**config.mk**
```make
export PLATFORM = sky130hd
export DESIGN_NAME = shift_unit_iter
export DESIGN_NICKNAME = d
export VERILOG_FILES = /design/src/rtl/shift_pkg.sv /design/src/rtl/shift_step.sv /design/src/rtl/shift_unit_iter.sv
export SDC_FILE = /design/constraint.sdc
export NUM_CORES = 1
export LEC_CHECK = 0
export CAP_MARGIN = 25
export CORE_ASPECT_RATIO = 2
export CORE_MARGIN = 1
export CORE_UTILIZATION = 47
export CTS_BUF_LIST = sky130_fd_sc_hd__clkbuf_8
export DETAILED_ROUTE_END_ITERATION = 6
export HOLD_SLACK_MARGIN = 0.12
export MAX_ROUTING_LAYER = met4
export PLACE_DENSITY = 0.75
export RECOVER_POWER = 100
export SKIP_LAST_GASP = 1
export SYNTH_ARGS = -nofsm -noshare
export SYNTH_HDL_FRONTEND = slang
export SYNTH_SLANG_ARGS = --single-unit
```
**constraint.sdc**
```tcl
create_clock -name clk -period 2.65 [get_ports clk]
set_input_delay 0.795 -clock clk [delete_from_list [all_inputs] [get_ports clk]]
set_output_delay 0.795 -clock clk [all_outputs]
set_load 0.02 [all_outputs]
```
**src/rtl/shift_pkg.sv**
```systemverilog
// Shared constants for the iterative shift unit: operation modes and FSM states.
package shift_pkg;

    localparam logic [1:0] SH_SRL = 2'b00;
    localparam logic [1:0] SH_SLL = 2'b01;
    localparam logic [1:0] SH_SRA = 2'b10;
    localparam logic [1:0] SH_ROR = 2'b11;

    typedef enum logic [1:0] {
        ST_IDLE  = 2'b00,
        ST_SHIFT = 2'b01,
        ST_DONE  = 2'b10
    } state_t;

endpackage

```
**src/rtl/shift_step.sv**
```systemverilog
// One chunk of shifting: moves data by amt (0..STEP) positions in the given mode.
module shift_step
    import shift_pkg::*;
#(
    parameter int WIDTH = 32,
    parameter int AMT_W = 3
) (
    input  logic [WIDTH-1:0] data,
    input  logic [AMT_W-1:0] amt,
    input  logic [1:0]       mode,
    output logic [WIDTH-1:0] result
);

    logic [2*WIDTH-1:0]       w_dbl;
    logic signed [WIDTH-1:0]  w_sra;

    // Rotation as a right shift of the operand concatenated with itself.
    assign w_dbl = {data, data} >> amt;
    assign w_sra = $signed(data) >>> amt;

    always_comb begin
        result = data;
        case (mode)
            SH_SRL:  result = data >> amt;
            SH_SLL:  result = data << amt;
            SH_SRA:  result = w_sra;
            SH_ROR:  result = w_dbl[WIDTH-1:0];
            default: result = data;
        endcase
    end

endmodule

```
**src/rtl/shift_unit_iter.sv**
```systemverilog
// Multi-cycle shift/rotate unit: accepts one operand, shifts up to STEP bits per
// clock, then holds the result until the consumer takes it.
module shift_unit_iter
    import shift_pkg::*;
#(
    parameter int WIDTH = 32,
    parameter int CNT_W = $clog2(WIDTH),
    parameter int STEP  = 4
) (
    input  logic             clk,
    input  logic             rst,
    input  logic             in_valid,
    output logic             in_ready,
    input  logic [WIDTH-1:0] in_data,
    input  logic [CNT_W-1:0] in_cnt,
    input  logic [1:0]       in_mode,
    output logic             out_valid,
    input  logic             out_ready,
    output logic [WIDTH-1:0] out_data
);

    localparam int AMT_W = $clog2(STEP + 1);
    localparam logic [CNT_W:0] STEP_EXT = (CNT_W + 1)'(STEP);

    state_t             r_state;
    state_t             w_state_nxt;
    logic [WIDTH-1:0]   r_work;
    logic [CNT_W-1:0]   r_rem;
    logic [1:0]         r_mode;
    logic [CNT_W:0]     w_rem_ext;
    logic [CNT_W:0]     w_amt_ext;
    logic [AMT_W-1:0]   w_amt;
    logic [CNT_W-1:0]   w_rem_nxt;
    logic [WIDTH-1:0]   w_shifted;
    logic               w_accept;

    // Chunk size is min(STEP, remaining); compared one bit wider so STEP==WIDTH fits.
    assign w_rem_ext = {1'b0, r_rem};
    assign w_amt_ext = (w_rem_ext < STEP_EXT) ? w_rem_ext : STEP_EXT;
    assign w_amt     = AMT_W'(w_amt_ext);
    assign w_rem_nxt = r_rem - CNT_W'(w_amt_ext);
    assign w_accept  = (r_state == ST_IDLE) && in_valid;

    shift_step #(
        .WIDTH (WIDTH),
        .AMT_W (AMT_W)
    ) u_step (
        .data   (r_work),
        .amt    (w_amt),
        .mode   (r_mode),
        .result (w_shifted)
    );

    always_ff @(posedge clk or posedge rst) begin
        if (rst) begin
            r_state <= ST_IDLE;
        end else begin
            r_state <= w_state_nxt;
        end
    end

    always_comb begin
        w_state_nxt = r_state;
        in_ready    = 1'b0;
        out_valid   = 1'b0;
        case (r_state)
            ST_IDLE: begin
                in_ready = 1'b1;
                if (in_valid) begin
                    w_state_nxt = (in_cnt != '0) ? ST_SHIFT : ST_DONE;
                end
            end
            ST_SHIFT: begin
                if (w_rem_nxt == '0) begin
                    w_state_nxt = ST_DONE;
                end
            end
            ST_DONE: begin
                out_valid = 1'b1;
                if (out_ready) begin
                    w_state_nxt = ST_IDLE;
                end
            end
            default: w_state_nxt = ST_IDLE;
        endcase
    end

    always_ff @(posedge clk or posedge rst) begin
        if (rst) begin
            r_work <= '0;
            r_rem  <= '0;
            r_mode <= SH_SRL;
        end else if (w_accept) begin
            r_work <= in_data;
            r_rem  <= in_cnt;
            r_mode <= in_mode;
        end else if (r_state == ST_SHIFT) begin
            r_work <= w_shifted;
            r_rem  <= w_rem_nxt;
        end
    end

    // Partial results in the working register are never exposed.
    assign out_data = out_valid ? r_work : '0;

endmodule
```
==> impl_metrics.ini <==
[outcome]
status = finished, final reports clean

[routing]
vias = 5608
routed_wl_um = 18540
initialDrtViolationCount = 797
vias_per_cell = 6.923
post_drt_wl_per_cell_um = 22.88
drc = 0
antenna_left = 0
dr.pass1.iters = 6

[logic_synthesis]
ys_ff_latch = 41
synth_seq_area_share = 0.2256
ys_async_sr_fraction = 1.000
syn_avg_cell_area_um2 = 7.162
synth_cells = 635
synthesis.nets = 682
synth_cell_type_count = 65
syn_area_mm2 = 0.004548
synth_largest_area_cell = dfrtp_1
synth-edff-count = 0
synthFlopType = dfrtp_1
yosysTopAreaCellShare = 0.2256
ys_warn_count = 0
yosys-top-cells-area = dfrtp_1 (23%), mux2i_1 (8.4%), nand2_1 (7.8%)

[hold_path]
worst_hold_path.num_cells = 2
min_from = r_mode[0]
hold_class = reg -> reg

[setup_path]
cp-startpoint = r_state[0]
crit_cells = 4
r2r_cells = 9
crit_arrival_ns = 1.82
end_kind = primary output
cp_max_fo = 13
slowest_delay_ns = 0.60
start_kind = flop
path_class = reg -> out
worstReg2RegStart = r_rem[2]
cp_num_buf_inv = 2
slowest_stage = clkdlybuf4s50_1
cp.required_ns = 1.86
crit_chain = nor2b_2, buf_4, and2_1, clkdlybuf4s50_1
critPathTopFamily = buffers and inverters

[cts]
cts_setup_buffers = 0
cts.sinks = 41
insertion_delay_ns = 0.32
cts_made_buffers = 5
root_buffer = clkbuf_8
ctsLongestPathBuffers = 2
clk_pin_slew_ns = 0.09
cts_tree = done
cts_max_level = 2

[cells_and_area]
n_antenna_cell = 0
area_delta_synth_final_pct = 22.86
finalInstanceArea_mm2 = 0.005588
num-fill-cells = 948
fin_nets = 752
drive_gt1_frac = 0.1091

[power_and_ir_drop]
irDropWorstVdd_mv = 1.038
powerDensity_mw_per_mm2 = 1422
cellLeakagePower_uw = 0.002305

[sta]
fin_setup_tns_ns = 0
max_slew_margin = 0.2344
slew_violations = 0
worst_pin_slew_ns = 1.148
fin_crit_ns = 2.612
period_share = 0.9856
fin_skew_ns = 0.01320
fmax_mhz = 382.9
setup_viol = 0
setup_ws_ns = 0.03820
hold_viol = 0
rsz0062_at_grt = true

[placed_design]
place.port_buffers = 76
dp_hpwl_um = 13310
dp_worst_setup_slack_ns = -0.07198
globalplace.congestion = 1.086
place_area_mm2 = 0.005633

[die]
start_util = 0.4847
die_y_um = 141.1
die_width_um = 71.56
core_mm2 = 0.009384
die_area_mm2 = 0.01010
rows = 50
ioPinCount = 77

[grt]
grt.overflow.total = 0
grt_pass1_wl_um = 29090
grt_max_degree = 42
antenna_found_initial = 0
grt_use_total = 0.3806
grt_pass1_vias = 5456

[job]
cap_viol_max_count = 0
-- worst paths after layout --
kind                          endpoint  slack, ns
max                        out_data[0]       0.04
min                          r_mode[0]       0.63
max reg2reg                 r_state[0]       0.17
min reg2reg                  r_mode[0]       0.63
max in group asynchronous   r_work[29]       0.65
min in group asynchronous   r_work[20]       1.28
-- where the power goes --
| group | internal, uW | switching (uW) |
|---|---|---|
| registers | 954 | 584 |
| logic | 2300 | 3630 |
| clock network | 212 | 267 |
-- cells by family (layout without fill, tap and decap cells) --
kind of cell,after synthesis,in the layout,share of synthesized area
simple gates,246,246,0.2710
compound gates,222,222,0.3197
buf+inv,79,150,0.07648
mux,41,41,0.09353
flops,41,41,0.2256
fa+ha+maj,4,4,0.01100
other cells,1,1,0.0008245
xor+xnor,1,1,0.001926
-- tightest hold or removal path, delay by kind of cell (launching register included) --
| family | cells | cell delay [ns] |
|---|---|---|
| flops | 1 | 0.41 |
| compound gates | 1 | 0.09 |
| buf+inv | 1 | 0.08 |
-- layout by cell type, fill, tap and decap left out, types with 3 or more instances in the layout --
master and instances:
o221ai_1 8, a221oi_1 7, a2111oi_0 3, dfrtp_1 41, a32oi_1 5, a31oi_1 14
nand3_1 27, a21oi_1 49, a211oi_1 13, a311oi_1 3, clkbuf_8 6, buf_4 46
dlygate4sd2_1 8, nand2_1 95, ha_1 4, o22ai_1 10, inv_1 8, o211ai_1 9
o2111ai_1 3, nor3_1 16, and2_1 31, clkbuf_2 4, buf_12 3, mux2i_1 38
nor2_1 28, and2_0 3, clkdlybuf4s50_1 48, dlygate4sd3_1 4, o21ai_0 51, a21o_1 3
nand2b_1 4, a22o_1 3, nor2b_1 6, or3_1 16, a22oi_1 24, clkbuf_1 20
-- state kept, by name (all words and copies together), names as in the netlist --
signal	count
r_mode	2
r_rem	5
r_state	2
r_work	32
-- Yosys cell counts (6+ instances only) --
library cell	instances
nor3_1	16
a211oi_1	13
nand3_1	27
mux2i_1	38
a22oi_1	24
a221oi_1	7
dfrtp_1	41
buf_2	16
inv_1	8
clkbuf_1	42
or3_1	16
o221ai_1	8
a21oi_1	49
nor2b_1	8
o211ai_1	9
o22ai_1	10
nor2_1	28
buf_4	6
nand2_1	95
and2_1	34
o21ai_0	51
a31oi_1	14
-- cell type report --
class | instances | area [um2] | area share
Clock buffer | 6 | 82.58 | 0.01478
Clock inverter | 2 | 13.76 | 0.002463
Inverter | 8 | 30.03 | 0.005374
Multi-Input combinational cell | 515 | 3203 | 0.5732
Sequential cell | 41 | 1026 | 0.1836
Tap cell | 104 | 130.1 | 0.02329
Timing Repair Buffer | 134 | 1102 | 0.1973
-- layer usage --
layer  vias up  global-route usage  share of wire
met4         0              0.2384          0.067
met5         -                   -              0
li1       2495                   -              -
met1      2685              0.4374           0.36
met3       100             0.02716          0.056
met2       328              0.6341           0.51
-- through the flow --
step	hold WS, ns	std cells	util	power [uW]
after floorplan	0.5612	635	-	5259
after global placement	0.5921	802	0.6003	7302
after detailed placement	0.6145	802	0.6003	7418
after CTS	0.6278	810	0.6103	7916
after global routing	0.6605	810	0.5955	8452
final	0.6251	810	0.5955	7947
-- what timing repair did --
| item | 4_1_cts | 5_1_grt |
|---|---|---|
| hold buffers | 0 | 0 |
| pin swaps | 0 | 1 |
| setup endpoints to repair | 11 | 26 |
| resized for setup | 9 | 18 |
Note: power is estimated with default switching activity, not from simulation.
